`src/rtl/mem_arb_pkg.sv`:
```
// ----------------------------------------------------------------------------
// mem_arb_pkg
// Shared types and constants for the I-cache / D-cache memory arbiter.
//   state_e        : arbiter FSM states
//   gnt_e          : which cache owns the memory port
//   LINE_WORDS_DEF : default words per cache line
//   LINE_OFFSET_W  : default byte-offset width of a cache line
// ----------------------------------------------------------------------------
package mem_arb_pkg;

    localparam int LINE_WORDS_DEF = 8;
    localparam int LINE_OFFSET_W  = 5;

    typedef enum logic [2:0] {
        IDLE,
        SERVE_I,
        SERVE_D_RD,
        SERVE_D_WR,
        DONE
    } state_e;

    typedef enum logic {
        GNT_I,
        GNT_D
    } gnt_e;

endpackage

```
`src/rtl/mem_arbiter_if.sv`:
```
// ----------------------------------------------------------------------------
// mem_arbiter_if
// Bundles the I-cache, D-cache and main-memory signals of the arbiter.
//   slave  : arbiter view (serves the caches, drives the memory strobes)
//   master : environment view (caches issuing requests plus the memory model)
// Parameters: ADDR_W byte-address width, DATA_W word width.
// ----------------------------------------------------------------------------
interface mem_arbiter_if #(
    parameter int ADDR_W = 32,
    parameter int DATA_W = 32
);
    // I-cache refill port
    logic              ic_req;
    logic [ADDR_W-1:0] ic_addr;
    logic [DATA_W-1:0] ic_rdata;
    logic              ic_rvalid;
    logic              ic_done;

    // D-cache refill / writeback port
    logic              dc_req;
    logic              dc_we;
    logic [ADDR_W-1:0] dc_addr;
    logic [DATA_W-1:0] dc_wdata;
    logic              dc_wready;
    logic [DATA_W-1:0] dc_rdata;
    logic              dc_rvalid;
    logic              dc_done;

    // Main-memory port
    logic [ADDR_W-1:0] mem_addr;
    logic [DATA_W-1:0] mem_wdata;
    logic              mem_rden;
    logic              mem_wen;
    logic [DATA_W-1:0] mem_rdata;
    logic              mem_ack;

    // Status
    logic              busy;

    modport slave (
        input  ic_req, ic_addr,
        input  dc_req, dc_we, dc_addr, dc_wdata,
        input  mem_rdata, mem_ack,
        output ic_rdata, ic_rvalid, ic_done,
        output dc_wready, dc_rdata, dc_rvalid, dc_done,
        output mem_addr, mem_wdata, mem_rden, mem_wen,
        output busy
    );

    modport master (
        output ic_req, ic_addr,
        output dc_req, dc_we, dc_addr, dc_wdata,
        output mem_rdata, mem_ack,
        input  ic_rdata, ic_rvalid, ic_done,
        input  dc_wready, dc_rdata, dc_rvalid, dc_done,
        input  mem_addr, mem_wdata, mem_rden, mem_wen,
        input  busy
    );
endinterface

```
`src/rtl/mem_burst_ctr.sv`:
```
// ----------------------------------------------------------------------------
// mem_burst_ctr
// Line base-address register and beat counter for one cache-line burst.
// Ports:
//   CLK, reset : clock, synchronous active-high reset
//   load       : capture addr_in (offset bits cleared) and restart at beat 0
//   advance    : memory accepted the current beat
//   addr_in    : requester line address
//   addr_out   : base + word-size * beat
//   last_beat  : current beat is the final word of the line
// ----------------------------------------------------------------------------
module mem_burst_ctr
    import mem_arb_pkg::*;
#(
    parameter int ADDR_W     = 32,
    parameter int LINE_WORDS = LINE_WORDS_DEF,
    parameter int OFF_W      = LINE_OFFSET_W,
    parameter int WORD_SHIFT = 2
) (
    input  logic              CLK,
    input  logic              reset,
    input  logic              load,
    input  logic              advance,
    input  logic [ADDR_W-1:0] addr_in,
    output logic [ADDR_W-1:0] addr_out,
    output logic              last_beat
);

    localparam int CNT_W = $clog2(LINE_WORDS);
    localparam logic [ADDR_W-1:0] LINE_MASK = {ADDR_W{1'b1}} << OFF_W;
    localparam logic [CNT_W-1:0]  LAST_BEAT = CNT_W'(LINE_WORDS - 1);

    logic [ADDR_W-1:0] base_q;
    logic [CNT_W-1:0]  beat_q;

    assign last_beat = (beat_q == LAST_BEAT);
    assign addr_out  = base_q + (ADDR_W'(beat_q) << WORD_SHIFT);

    // NOTE: clocked state uses non-blocking assignments so every register
    // samples the pre-edge value of its neighbours, regardless of statement order.
    always_ff @(posedge CLK) begin
        if (reset) begin
            base_q <= '0;
            beat_q <= '0;
        end else if (load) begin
            base_q <= addr_in & LINE_MASK;
            beat_q <= '0;
        end else if (advance) begin
            // Wrap explicitly so the counter is back at 0 for the next line
            // even when LINE_WORDS is not a power of two.
            beat_q <= last_beat ? '0 : beat_q + 1'b1;
        end
    end

endmodule

```
`src/rtl/mem_arbiter.sv`:
```
// ----------------------------------------------------------------------------
// mem_arbiter
// Shares one word-wide main-memory port between an I-cache (line refills)
// and a D-cache (line refills and dirty-line writebacks). A granted burst
// always runs LINE_WORDS beats, then a one-cycle DONE pulse, then IDLE.
// Ports:
//   CLK   : clock, rising edge
//   reset : synchronous active-high reset (abandons any burst in flight)
//   bus   : mem_arbiter_if.slave (cache request ports, memory port, busy)
// Build option:
//   MEM_ARB_RR_EN defined   -> simultaneous requests alternate (round-robin)
//   MEM_ARB_RR_EN undefined -> D-cache wins simultaneous requests
// ----------------------------------------------------------------------------
module mem_arbiter
    import mem_arb_pkg::*;
#(
    parameter int ADDR_W     = 32,
    parameter int DATA_W     = 32,
    parameter int LINE_WORDS = LINE_WORDS_DEF
) (
    input  logic          CLK,
    input  logic          reset,
    mem_arbiter_if.slave  bus
);

    localparam int WORD_SHIFT = $clog2(DATA_W / 8);
    localparam int OFF_W      = $clog2(LINE_WORDS) + WORD_SHIFT;

    state_e state_q, state_d;
    // Owner of the current (or most recent) burst. It doubles as the
    // last-grant memory for round-robin, so no separate register exists.
    gnt_e   gnt_q, gnt_d;
    gnt_e   gnt_pick;

    logic              load;
    logic              serve_i, serve_dr, serve_dw, serving, in_done;
    logic              last_beat;
    logic [ADDR_W-1:0] burst_addr;
    logic [ADDR_W-1:0] req_addr;

    // ------------------------------------------------------------------
    // Arbitration: only meaningful in IDLE, where load qualifies it.
    // ------------------------------------------------------------------
    always_comb begin
        gnt_pick = GNT_I;
        if (bus.ic_req && bus.dc_req) begin
`ifdef MEM_ARB_RR_EN
            gnt_pick = (gnt_q == GNT_I) ? GNT_D : GNT_I;
`else
            gnt_pick = GNT_D;
`endif
        end else if (bus.dc_req) begin
            gnt_pick = GNT_D;
        end
    end

    assign req_addr = (gnt_pick == GNT_I) ? bus.ic_addr : bus.dc_addr;

    // ------------------------------------------------------------------
    // FSM
    // ------------------------------------------------------------------
    always_ff @(posedge CLK) begin
        if (reset) begin
            state_q <= IDLE;
            gnt_q   <= GNT_I;
        end else begin
            state_q <= state_d;
            gnt_q   <= gnt_d;
        end
    end

    // NOTE: every output of this block is assigned a default first, so no
    // branch can leave a value unassigned and infer a latch.
    always_comb begin
        state_d = state_q;
        gnt_d   = gnt_q;
        load    = 1'b0;
        case (state_q)
            IDLE: begin
                if (bus.ic_req || bus.dc_req) begin
                    load  = 1'b1;
                    gnt_d = gnt_pick;
                    // dc_we is folded into the state, which registers it at grant.
                    if (gnt_pick == GNT_I) state_d = SERVE_I;
                    else if (bus.dc_we)    state_d = SERVE_D_WR;
                    else                   state_d = SERVE_D_RD;
                end
            end
            SERVE_I, SERVE_D_RD, SERVE_D_WR: begin
                if (bus.mem_ack && last_beat) state_d = DONE;
            end
            DONE:    state_d = IDLE;
            default: state_d = IDLE;
        endcase
    end

    // ------------------------------------------------------------------
    // Beat counter / address generation
    // ------------------------------------------------------------------
    mem_burst_ctr #(
        .ADDR_W     (ADDR_W),
        .LINE_WORDS (LINE_WORDS),
        .OFF_W      (OFF_W),
        .WORD_SHIFT (WORD_SHIFT)
    ) u_burst_ctr (
        .CLK       (CLK),
        .reset     (reset),
        .load      (load),
        .advance   (serving && bus.mem_ack),
        .addr_in   (req_addr),
        .addr_out  (burst_addr),
        .last_beat (last_beat)
    );

    // ------------------------------------------------------------------
    // Outputs: decoded from the registered state; data and strobes are
    // gated so nothing leaks to a requester that does not own the port,
    // and mem_ack outside a SERVE state has no effect.
    // ------------------------------------------------------------------
    assign serve_i  = (state_q == SERVE_I);
    assign serve_dr = (state_q == SERVE_D_RD);
    assign serve_dw = (state_q == SERVE_D_WR);
    assign serving  = serve_i || serve_dr || serve_dw;
    assign in_done  = (state_q == DONE);

    assign bus.mem_rden  = serve_i || serve_dr;
    assign bus.mem_wen   = serve_dw;
    assign bus.mem_addr  = serving  ? burst_addr    : '0;
    assign bus.mem_wdata = serve_dw ? bus.dc_wdata  : '0;

    assign bus.ic_rdata  = serve_i  ? bus.mem_rdata : '0;
    assign bus.ic_rvalid = serve_i  && bus.mem_ack;
    assign bus.dc_rdata  = serve_dr ? bus.mem_rdata : '0;
    assign bus.dc_rvalid = serve_dr && bus.mem_ack;
    assign bus.dc_wready = serve_dw && bus.mem_ack;

    assign bus.ic_done   = in_done && (gnt_q == GNT_I);
    assign bus.dc_done   = in_done && (gnt_q == GNT_D);
    assign bus.busy      = (state_q != IDLE);

endmodule

```
`src/flat_wrapper.sv`:
```
// flat-port wrapper written by rule: the top's interface ports become plain ports
module mem_arbiter_flat import mem_arb_pkg::*;
#(
    parameter int ADDR_W     = 32,
    parameter int DATA_W     = 32,
    parameter int LINE_WORDS = LINE_WORDS_DEF
)
  (CLK, reset, bus_ic_req, bus_ic_addr, bus_dc_req, bus_dc_we, bus_dc_addr, bus_dc_wdata, bus_mem_rdata, bus_mem_ack, bus_ic_rdata, bus_ic_rvalid, bus_ic_done, bus_dc_wready, bus_dc_rdata, bus_dc_rvalid, bus_dc_done, bus_mem_addr, bus_mem_wdata, bus_mem_rden, bus_mem_wen, bus_busy);
  mem_arbiter_if #(.ADDR_W(ADDR_W), .DATA_W(DATA_W)) bus_i ();
  input  logic CLK;
  input  logic reset;
  input wire logic [$bits(bus_i.ic_req)-1:0] bus_ic_req;
  input wire logic [$bits(bus_i.ic_addr)-1:0] bus_ic_addr;
  input wire logic [$bits(bus_i.dc_req)-1:0] bus_dc_req;
  input wire logic [$bits(bus_i.dc_we)-1:0] bus_dc_we;
  input wire logic [$bits(bus_i.dc_addr)-1:0] bus_dc_addr;
  input wire logic [$bits(bus_i.dc_wdata)-1:0] bus_dc_wdata;
  input wire logic [$bits(bus_i.mem_rdata)-1:0] bus_mem_rdata;
  input wire logic [$bits(bus_i.mem_ack)-1:0] bus_mem_ack;
  output wire logic [$bits(bus_i.ic_rdata)-1:0] bus_ic_rdata;
  output wire logic [$bits(bus_i.ic_rvalid)-1:0] bus_ic_rvalid;
  output wire logic [$bits(bus_i.ic_done)-1:0] bus_ic_done;
  output wire logic [$bits(bus_i.dc_wready)-1:0] bus_dc_wready;
  output wire logic [$bits(bus_i.dc_rdata)-1:0] bus_dc_rdata;
  output wire logic [$bits(bus_i.dc_rvalid)-1:0] bus_dc_rvalid;
  output wire logic [$bits(bus_i.dc_done)-1:0] bus_dc_done;
  output wire logic [$bits(bus_i.mem_addr)-1:0] bus_mem_addr;
  output wire logic [$bits(bus_i.mem_wdata)-1:0] bus_mem_wdata;
  output wire logic [$bits(bus_i.mem_rden)-1:0] bus_mem_rden;
  output wire logic [$bits(bus_i.mem_wen)-1:0] bus_mem_wen;
  output wire logic [$bits(bus_i.busy)-1:0] bus_busy;
  assign bus_i.ic_req = bus_ic_req;
  assign bus_i.ic_addr = bus_ic_addr;
  assign bus_i.dc_req = bus_dc_req;
  assign bus_i.dc_we = bus_dc_we;
  assign bus_i.dc_addr = bus_dc_addr;
  assign bus_i.dc_wdata = bus_dc_wdata;
  assign bus_i.mem_rdata = bus_mem_rdata;
  assign bus_i.mem_ack = bus_mem_ack;
  assign bus_ic_rdata = bus_i.ic_rdata;
  assign bus_ic_rvalid = bus_i.ic_rvalid;
  assign bus_ic_done = bus_i.ic_done;
  assign bus_dc_wready = bus_i.dc_wready;
  assign bus_dc_rdata = bus_i.dc_rdata;
  assign bus_dc_rvalid = bus_i.dc_rvalid;
  assign bus_dc_done = bus_i.dc_done;
  assign bus_mem_addr = bus_i.mem_addr;
  assign bus_mem_wdata = bus_i.mem_wdata;
  assign bus_mem_rden = bus_i.mem_rden;
  assign bus_mem_wen = bus_i.mem_wen;
  assign bus_busy = bus_i.busy;
  mem_arbiter #(.ADDR_W(ADDR_W), .DATA_W(DATA_W), .LINE_WORDS(LINE_WORDS)) u_core (.CLK(CLK), .reset(reset), .bus(bus_i));
endmodule
```
`config.mk`:
```
export PLATFORM = sky130hd
export DESIGN_NAME = mem_arbiter_flat
export DESIGN_NICKNAME = d
export VERILOG_FILES = /design/src/rtl/mem_arb_pkg.sv /design/src/rtl/mem_arbiter_if.sv /design/src/rtl/mem_burst_ctr.sv /design/src/rtl/mem_arbiter.sv /design/src/flat_wrapper.sv
export SDC_FILE = /design/constraint.sdc
export NUM_CORES = 1
export LEC_CHECK = 0
export BUFFER_PORTS_ARGS = -buffer_cell sky130_fd_sc_hd__buf_2
export CORE_ASPECT_RATIO = 0.8
export CORE_MARGIN = 8
export CORE_UTILIZATION = 26
export DETAILED_ROUTE_END_ITERATION = 16
export PLACE_DENSITY_LB_ADDON = 0.1
export SLEW_MARGIN = 5
export SYNTH_ARGS = -nofsm -noshare
export SYNTH_HDL_FRONTEND = slang
export SYNTH_SLANG_ARGS = --single-unit
```
`constraint.sdc`:
```
create_clock -name CLK -period 4.3 [get_ports CLK]
set_clock_uncertainty 0.05 [all_clocks]
set_input_delay 0.215 -clock CLK [delete_from_list [all_inputs] [get_ports CLK]]
set_output_delay 0.215 -clock CLK [all_outputs]
set_load 0.005 [all_outputs]
```
* Word-level counts from Yosys, hierarchy flattened *
Index checks and enable logic that the tools add are counted.

cells by class
  add/subtract/negate cells = 2
  equal/unequal tests = 7
  multiplexer cells = 15
  bitwise operators = 1
  reductions and logical operators = 17

operators with widths
  kind                                                   count
  2-to-1 mux 32 bit                                      5
  adder 32 x 5 -> 32 bit                                 1
  2-to-1 mux 3 bit                                       4
  logical AND 1 bit                                      8
  equality test 3 x 2 -> 1 bit, second input constant    2
  equality test 3 bit, second input constant             2
  case mux 3 bit (2 select lines)                        1
  2-to-1 mux 1 bit                                       5
  inequality test 2 x 1 -> 1 bit, second input constant  2
  AND reduction 2 bit                                    2
  adder 3 x 1 -> 3 bit, second input constant            1
  equality test 3 x 1 -> 1 bit, second input constant    1
  logical NOT 3 bit                                      1
  logical OR 1 bit                                       3
  nonzero test 3 bit                                     1
  OR reduction 3 bit                                     1
  OR reduction 2 bit                                     1
  NOT 1 bit                                              1

storage, ports and cells
  register bits = 34
  input bits = 134
  output and inout port bits = 136

* Logic depth before layout (Yosys ltp) *
Gate-level depths: netlist (run 1).

  depth in word-level cells = 5
  depth in mapped cells = 6
  gate-level depth less buffers = 5

* By module *
From an unflattened synthesis (run 1), not the netlist that was laid out.

unflattened totals
  cells, all modules = 314
  area, all modules = 2718.9 µm²

modules (own cells, without submodules)
  module         times used  cells an instance  area an instance (µm²)  seq. area each (µm²)
  mem_arbiter    1           211                1607.8                  80.1
  mem_burst_ctr  1           103                1111.1                  600.6

* Least setup slack after synthesis (run 1) *
OpenSTA, ideal clock, no wires.

  path type = register -> output
  start = register u_core.state_q[0]
  end = output port bus_ic_rdata[10]
  arrival = 1.160 ns
  setup slack = 2.875 ns
  cell stages (with the launch flop) = 5
  path buffers = 1
  cells stage by stage = dfxtp_1 nor2b_2 and2b_1 buf_2 and2_1

between the ends
  cells in the longest elaborated chain, start to end = 2

ends and longest elaborated chain
  item                          line                source
  start, declared               mem_arbiter.sv:29   state_e state_q, state_d;
  start signal, assigned        mem_arbiter.sv:67   state_q <= state_d;
  equality test 3 x 1 -> 1 bit  mem_arbiter.sv:120  assign serve_i = (state_q == SERVE_I);
  2-to-1 mux 32 bit             mem_arbiter.sv:131  assign bus.ic_rdata = serve_i ? bus.mem_rdata : '0;
  end, declared                 flat_wrapper.sv:20  output wire logic [$bits(bus_i.ic_rdata)-1:0] bus_ic_rdata;

Every way passes these cells.

* Worst setup path in the final report (run 1) *
  start = register u_core.state_q[1]
  end = output port bus_mem_rden

between the ends
  cells in the longest elaborated chain, start to end = 2
  elaborated cells between the ends (all ways) = 3
  those cells by class = eq/ne: 2; reduce/logical: 1

ends and longest elaborated chain
  item                                                                                 line                                    source
  equality test 3 x 1 -> 1 bit / equality test 3 x 2 -> 1 bit (equally long branches)  mem_arbiter.sv:120, mem_arbiter.sv:121
  logical OR 1 bit *                                                                   mem_arbiter.sv:126                      assign bus.mem_rden = serve_i || serve_dr;
  end, declared                                                                        flat_wrapper.sv:29                      output wire logic [$bits(bus_i.mem_rden)-1:0] bus_mem_rden;

Mark *: on every way between the ends. The rest lies on a longest branch, timed or not.

==> flow_summary.yaml, run 1 <==
global_routing:
  met3_usage: 0.0463
  grt_pass1_wl_um: 16900
  grt_max_degree: 42
  top_usage_layer: "met2"
  overflow: 0
  grtUsageMet1: 0.171
  grt_usage: 0.153
  grt_use_met2: 0.289
  grt_pass1_vias: 3059
  antenna_found_initial: 1
critical_path:
  end_kind: "output pin"
  timing_worst_setup_path_type: "reg2out"
  start_kind: "flop"
  ff2ff_path_depth: 5
  cp-startpoint: "u_core.state_q[1]$_SDFFE_PP0P_"
  reg2reg_from: "u_core.state_q[1]$_SDFFE_PP0P_"
  cp.arrival_ps: 2360
  crit_path_max_fanout: 41
  required_ps: 4030
power_and_ir_drop:
  p_sw_frac: 0.316
  powerDensity_nw_per_um2: 276
  p_switching_uw: 357
  power_frac_clock: 0.314
  combPwrFrac: 0.350
  seqPwrFrac: 0.336
  ir_drop_v: 0.000150
  internal_power_uw: 774
  leakagePower_uw: 0.00242
outcome:
  status: "finished clean"
sta:
  whs_ps: 232
  final-max-slew-violation-count: 0
  fin_crit_sh: 0.612
  rsz0062_at_grt: "false"
  finalSetupViolations: 0
  min_period_ps: 2630
  hold_viol_final: 0
  max_freq_mhz: 380
  worst_pin_slew_ps: 1020
  relSlewSlack: 0.322
  tns_ps: 0
cts:
  cts_max_level: 2
  cts_buffers: 5
  tritoncts: "done"
  post-cts-setup-buffers: 0
  clock_sinks: 34
  clk_path_buf_depth: 2
  clock-root-buffer: "clkbuf_16"
  ctsResizeCount: 0
  clock_latency_ps: 270
  path_clk_slew_ps: 50
  hold_buffers: 0
placed_design:
  placedCellCount: 683
  portBuffers: 257
  place.gp.congestion: 0.857
  dpl.hpwl_um: 9080
synth:
  yosysTopAreaCell: "dfxtp_1"
  synth_area_leaders: "dfxtp_1, and2_1, mux2i_1"
  synth-seq-cells: 34
  muxShareOfSynthArea: 0.103
  synth_xor_area_frac: 0
  ys.flop_type: "dfxtp_1"
  synthSimpleGateAreaFrac: 0.357
  ys_seq_area_frac: 0.261
  synth_warnings: 0
  ys_types: 33
  synth_top_area_frac: 0.261
  synth_edf_count: 0
  syn_area_per_cell_um2: 8.21
  synthAdderAreaFrac: 0.00958
  syn_inst: 318
  synth-compound-area-share: 0.199
  netlist_area_um2: 2610
  async_reset_ff_frac: 0
  synth_top_family_by_area: "simple AND/OR/NAND/NOR gates"
floorplan:
  pin_count: 270
  die-area_um2: 13500
  die_y_um: 106
  core.rowCount: 32
  core_area_um2: 9690
  die_width_um: 128
  initial_core_util: 0.269
detailed_routing:
  drcViolationCount: 0
  drt_iter0_drc: 62
  drt-total-wl_um: 11300
  post_drt_wl_per_cell_um: 16.3
  vias: 3038
  vias_per_cell: 4.40
  ant_nets: 0
  first_pass_iters: 4
hold_path:
  hold_path_startpoint: "bus_mem_ack"
  holdPathStages: 3
  hp-class: "in2reg"
cells_and_area:
  fin_util: 0.423
  layout.cells.non_filler: 691
  drive_gt1_frac: 0.530
  fin_nets: 690
  antenna_cells: 0
  final_cell_mix: "buf_2, and2_1, and3_1, dfxtp_1, a21oi_1"
  n_fill_cell: 1029
  area_growth_pct: 56.8
  layout_commonest_cell: "buf_2"
job:
  drv_cap: 0
==> worst max-delay path, stage by stage, from the launching register on <==
cell	delay, ps
dfxtp_1	990
and2b_1	550
or2_2	420
buf_2	130
==> layer usage <==
metal,up-vias,routed length [um]
met3,2,837
li1,1566,-
met2,116,5780
met4,2,0
met5,-,12
met1,1352,4620
==> area by class of cell <==
cell class                      instances  area (um^2)  area share
Multi-Input combinational cell        248         1760       0.430
Timing Repair Buffer                  262         1320       0.323
Clock buffer                            7          143      0.0348
Inverter                                3         11.3     0.00275
Tap cell                              136          170      0.0416
Sequential cell                        34          681       0.166
Clock inverter                          1         5.00     0.00122
==> flip-flops by register name, summed over array words and instances, names as in the netlist <==
name                       cells
u_core.u_burst_ctr.base_q     27
u_core.gnt_q                   1
u_core.u_burst_ctr.beat_q      3
u_core.state_q                 3
==> cell families after synthesis <==
group | Yosys count
AOI/OAI and AO/OA | 67
DFF | 34
buffers and inverters | 37
adders and majority gates | 2
muxes | 27
other | 1
and+or+nand+nor | 150
==> Yosys cell counts (all sizes together), types with 2 or more instances <==
cell	instances
a211oi	27
a21oi	31
and2	98
and3	34
buf	17
clkbuf	17
dfxtp	34
ha	2
inv	3
mux2i	27
nand2	3
nand3	2
nor2	3
nor3	3
o21ai	4
or2	2
==> path summary, 6_finish.rpt <==
| path | endpoint | slack (ps) |
|---|---|---|
| max | bus_mem_rden | 1670 |
| min | u_core.u_burst_ctr.beat_q[1]$_SDFFE_PP0P_ | 230 |
| max reg2reg | u_core.u_burst_ctr.base_q[27]$_SDFFE_PP0P_ | 1690 |
| min reg2reg | u_core.gnt_q$_SDFFE_PP0P_ | 450 |
==> power groups by stage <==
stage,Sequential (uW),Combinational [uW],Clock (uW)
floorplan,373,243,0
global placement,384,399,0
detailed placement,386,405,0
CTS,380,406,370
global route,386,441,382
finish,380,396,356
==> metrics by stage <==
step	instance area (um^2)	total power (uW)	setup WS (ps)
after floorplan	2620	617	2880
after CTS	4100	1160	1610
after global routing	4100	1210	1440
after detailed placement	3950	791	1660
after global placement	3950	783	1720
final	4100	1130	1670
Note: power is estimated with default switching activity, not from simulation.
==> inputs of run 2 (changes only) <==
- clock period: 4.3 -> 2.4 ns (I/O delays scaled with it)
==> run 2 against run 1 <==
  * Critical path type unchanged
  * Combinational power increased by 84%
  * Power increased by 80%
  * Register-to-register slack got worse by 970 ps
  * Hold slack got worse by 94 ps
  * Routed wire length increased by 0.26%
  * Utilization increased by 0.34 points
  * Clock-buffer cell count unchanged
  * Flip-flop and latch count unchanged
  * Non-clock buffer count increased by 4
==> flow_summary.yaml, run 2 (synthesis gave the netlist of run 1 again) <==
cells_and_area:
  layout_commonest_cell: "buf_2"
  finalInstanceArea_um2: 4130
  final_cell_mix: "buf_2, and2_1, and3_1, dfxtp_1, a21oi_1"
  seqCellArea_um2: 681
  fin_util: 0.426
  area_growth_pct: 58.1
  largestRegisters: "u_core.u_burst_ctr.base_q: 27 flops, u_core.state_q: 3 flops, u_core.u_burst_ctr.beat_q: 3 flops"
  largest_reg_flops: 27
  drive_gt1_frac: 0.533
  n_fill_cell: 1004
  fin_nets: 694
  multi_input_area_um2: 1760
  largest-register: "u_core.u_burst_ctr.base_q"
sta:
  tns_ps: 0
  final-max-slew-violation-count: 0
  min_period_ps: 2000
  rsz0062_at_grt: "false"
  max_freq_mhz: 499
  fin_crit_sh: 0.835
  finalSetupViolations: 0
  relSlewSlack: 0.436
  whs_ps: 138
  fin_ws_ps: 396
  hold_viol_final: 0
  worst_pin_slew_ps: 846
detailed_routing:
  drcViolationCount: 0
  routed.top_layer: "met5"
  vias: 3104
  wl_met1_um: 4630
  met2_length_um: 5770
  post_drt_wl_per_cell_um: 16.2
  met3_length_um: 863
  ant_nets: 0
  first_pass_iters: 4
  drt-total-wl_um: 11300
  vias_per_cell: 4.46
  drt_iter0_drc: 128
critical_path:
  timing_worst_setup_path_type: "reg2out"
  path_cells: "nor2b_2 -> and2b_1 -> buf_4 -> and2_1 -> buf_2"
  critical-path-top-delay-family: "simple AND/OR/NAND/NOR gates"
  cp.arrival_ps: 1830
  critPathMaxStageDelay_ps: 460
  start_kind: "flop"
  crit_path_top_delay_cell: "dfxtp_1"
  required_ps: 2230
  crit_buf_inv: 2
  end_kind: "output pin"
  rrSetupSlack_ps: 720
  crit_path_max_fanout: 19
floorplan:
  core_area_um2: 9690
  die_y_um: 106
  die_width_um: 128
  die-area_um2: 13500
  core.rowCount: 32
  pin_count: 270
  initial_core_util: 0.269
cts:
  tritoncts: "done"
  cts_buffers: 5
  clock-root-buffer: "clkbuf_16"
  clock_latency_ps: 270
  hold_buffers: 0
  ctsResizeCount: 0
  post-cts-setup-buffers: 0
  clk_path_buf_depth: 2
  clock_sinks: 34
  path_clk_slew_ps: 50
  cts_max_level: 2
outcome:
  status: "finished clean"
global_routing:
  overflow: 0
  grt_pass1_wl_um: 17000
  grt_pass1_vias: 3099
  antenna_found_initial: 2
  grt_max_degree: 36
  grt_usage: 0.154
job:
  drv_cap: 0
placed_design:
  place.gp.congestion: 0.874
  dpl.hpwl_um: 9260
  portBuffers: 257
  pre_cts_ws_ps: 635
  dpl_cell_area_um2: 3980
power_and_ir_drop:
  ir_drop_v: 0.000302
  powerDensity_nw_per_um2: 494
  leakagePower_uw: 0.00244
hold_path:
  hp-class: "in2reg"
==> run 2: cell types whose count changed in the layout (fill, tap and decap cells not counted), sizes merged <==
cell / before / now
buf: 262 / 266
diode: 0 / 1
==> run 2: stage by stage <==
step	power, uW	std cells
after floorplan	1100	319
after global placement	1420	687
after detailed placement	1420	687
after CTS	2080	695
after global routing	2180	696
final	2040	696
==> run 2: final timing paths <==
kind                                   from                                    endpoint  cells past startpoint
max          u_core.state_q[0]$_SDFFE_PP0P_                            bus_ic_rdata[11]                      5
min                             bus_mem_ack   u_core.u_burst_ctr.beat_q[1]$_SDFFE_PP0P_                      3
max reg2reg  u_core.state_q[2]$_SDFFE_PP0P_  u_core.u_burst_ctr.base_q[31]$_SDFFE_PP0P_                      5
min reg2reg       u_core.gnt_q$_SDFFE_PP0P_                   u_core.gnt_q$_SDFFE_PP0P_                      2
==> run 2: power breakdown <==
part           leakage (uW)  total (uW)  internal [uW]  switching (uW)
sequential         0.000282         671            633            37.8
clock             0.0000739         637            411             226
combinational       0.00209         730            352             379
==> run 2: worst min-delay path, stage by stage <==
cell and delay (ps):
buf_2 140, nand3_1 90, a21oi_1 50
==> run 2: final cells by class <==
type / count / share of cell area
tap: 136 / 0.0412
sequential: 34 / 0.165
clock buffer: 7 / 0.0346
multi-input combinational: 248 / 0.427
clock inverter: 1 / 0.00121
antenna: 1 / 0.000606
inverter: 3 / 0.00273
timing repair buffer: 266 / 0.328
==> run 2: metal layers <==
| layer | up-vias | GRT usage |
|---|---|---|
| met3 | 4 | 0.0428 |
| met2 | 125 | 0.288 |
| met1 | 1403 | 0.176 |
| met4 | 2 | 0.0152 |
| li1 | 1570 | - |
| met5 | - | 0 |
==> inputs of run 3 (changes only) <==
- clock period: 2.4 -> 1.7 ns (I/O delays scaled with it)
==> run 3 against run 2 <==
  * Design area is 2.5% higher
  * Via count down 0.97%
  * Clock-buffer cell count unchanged
  * Setup slack got worse by 280 ps
  * Routed wire length up 0.50%
  * Power is 44% higher
  * Flip-flop and latch count did not move
==> flow_summary.yaml, run 3 (synthesis gave the netlist of run 1 again) <==
global_routing:
  grt_pass1_wl_um: 17000
  overflow: 0
  grt_max_degree: 36
  antenna_found_initial: 2
  grt_pass1_vias: 3116
  grt_usage: 0.154
power_and_ir_drop:
  leakagePower_uw: 0.00249
  powerDensity_nw_per_um2: 694
  ir_drop_v: 0.000450
sta:
  final-max-slew-violation-count: 0
  max_freq_mhz: 632
  fin_ws_ps: 117
  rsz0062_at_grt: "false"
  min_period_ps: 1580
  hold_viol_final: 0
  finalSetupViolations: 0
  fin_crit_sh: 0.931
  tns_ps: 0
detailed_routing:
  ant_nets: 0
  first_pass_iters: 4
  vias: 3074
  drt_iter0_drc: 106
  vias_per_cell: 4.36
  met2_length_um: 5860
  post_drt_wl_per_cell_um: 16.1
  met3_length_um: 913
  routed.top_layer: "met4"
  wl_met1_um: 4470
  drcViolationCount: 0
  drt-total-wl_um: 11300
critical_path:
  crit_path_frequent_cell: "buf_4"
  rrSetupSlack_ps: 220
  cp-startpoint: "u_core.state_q[0]$_SDFFE_PP0P_"
  path_cells: "buf_4 -> o21ba_2 -> buf_4 -> and2_1 -> buf_2"
  end_kind: "output pin"
  timing_worst_setup_path_type: "reg2out"
  reg2reg_to: "u_core.u_burst_ctr.beat_q[0]$_SDFFE_PP0P_"
  start_kind: "flop"
  required_ps: 1560
  cp.arrival_ps: 1450
  ff2ff_path_depth: 4
  endpoint: "bus_mem_addr[19]"
  crit_path_top_delay_cell: "dfxtp_1"
  crit_path_max_fanout: 17
  critPathMaxStageDelay_ps: 300
  reg2reg_from: "u_core.u_burst_ctr.beat_q[0]$_SDFFE_PP0P_"
cts:
  clock-root-buffer: "clkbuf_16"
  hold_buffers: 0
  ctsResizeCount: 0
  cts_buffers: 5
  post-cts-setup-buffers: 0
  clock_sinks: 34
  tritoncts: "done"
  clock_latency_ps: 270
  cts_max_level: 2
  path_clk_slew_ps: 60
  clk_path_buf_depth: 2
cells_and_area:
  area_growth_pct: 62.1
  largest-register: "u_core.u_burst_ctr.base_q"
  n_fill_cell: 1015
  multi_input_area_um2: 1760
  largest_reg_flops: 27
  largestRegisters: "u_core.u_burst_ctr.base_q: 27 flops, u_core.state_q: 3 flops, u_core.u_burst_ctr.beat_q: 3 flops"
  finalInstanceArea_um2: 4230
  drive_gt1_frac: 0.545
  final_cell_mix: "buf_2, and2_1, and3_1, dfxtp_1, a21oi_1"
  layout_commonest_cell: "buf_2"
  seqCellArea_um2: 683
  fin_nets: 702
floorplan:
  core.rowCount: 32
  initial_core_util: 0.269
  core_area_um2: 9690
  die_y_um: 106
  pin_count: 270
  die-area_um2: 13500
  die_width_um: 128
outcome:
  status: "finished clean"
placed_design:
  place.gp.congestion: 0.843
  portBuffers: 257
  pre_cts_ws_ps: 238
  dpl_cell_area_um2: 4080
  dpl.hpwl_um: 9340
hold_path:
  hp-class: "in2reg"
  holdPathStages: 3
job:
  drv_cap: 0
run 3: cell count changes in the layout (fill, tap and decap cells not counted):
cell / change
and2b_2: +1
and2b_1: -1
buf_4: +5
dfxtp_2: +2
buf_12: +3
dfxtp_1: -2
diode_2: +1
run 3: per-layer routing:
metal  vias to the layer above  GRT usage
met1                      1355      0.172
li1                       1591          -
met3                         7     0.0468
met5                         -          0
met2                       121      0.285
met4                         0     0.0288
run 3: worst min path at each step:
stage	startpoint	end	slack, ps
floorplan	reset	u_core.state_q[2]$_SDFFE_PP0P_	110
global placement	bus_mem_ack	u_core.u_burst_ctr.beat_q[2]$_SDFFE_PP0P_	380
detailed placement	bus_mem_ack	u_core.u_burst_ctr.beat_q[2]$_SDFFE_PP0P_	370
CTS	bus_mem_ack	u_core.u_burst_ctr.beat_q[2]$_SDFFE_PP0P_	90
global route	bus_mem_ack	u_core.u_burst_ctr.beat_q[2]$_SDFFE_PP0P_	100
finish	bus_mem_ack	u_core.u_burst_ctr.beat_q[2]$_SDFFE_PP0P_	90
run 3: layout make-up:
class,count,area share
Antenna cell,2,0.00118
Clock buffer,7,0.0337
Clock inverter,1,0.00118
Inverter,3,0.00266
Multi-Input combinational cell,248,0.417
Sequential cell,34,0.161
Tap cell,136,0.0402
Timing Repair Buffer,274,0.343
run 3: metrics by stage:
| step | utilization | power [uW] | hold WS [ps] | std cells |
|---|---|---|---|---|
| 6_report | 0.437 | 2940 | 86.6 | 705 |
| 5_1_grt | 0.437 | 3120 | 103 | 705 |
| 4_1_cts | 0.436 | 2980 | 87.2 | 703 |
| 3_5_place_dp | 0.421 | 2060 | 373 | 695 |
| 3_3_place_gp | 0.421 | 2050 | 375 | 695 |
| 2_1_floorplan | - | 1560 | 114 | 319 |
run 3: power by group:
group / internal (uW) / switching, uW
Sequential: 894 / 47.5
Combinational: 540 / 552
Clock: 580 / 322
Total: 2010 / 921
run 3: worst max-delay path, delay by kind of cell, from the launching register on:
kind	cells	cell delay, ps
buffers and inverters	3	460
DFF	1	300
AOI/OAI and AO/OA	1	220
and+or+nand+nor	1	190
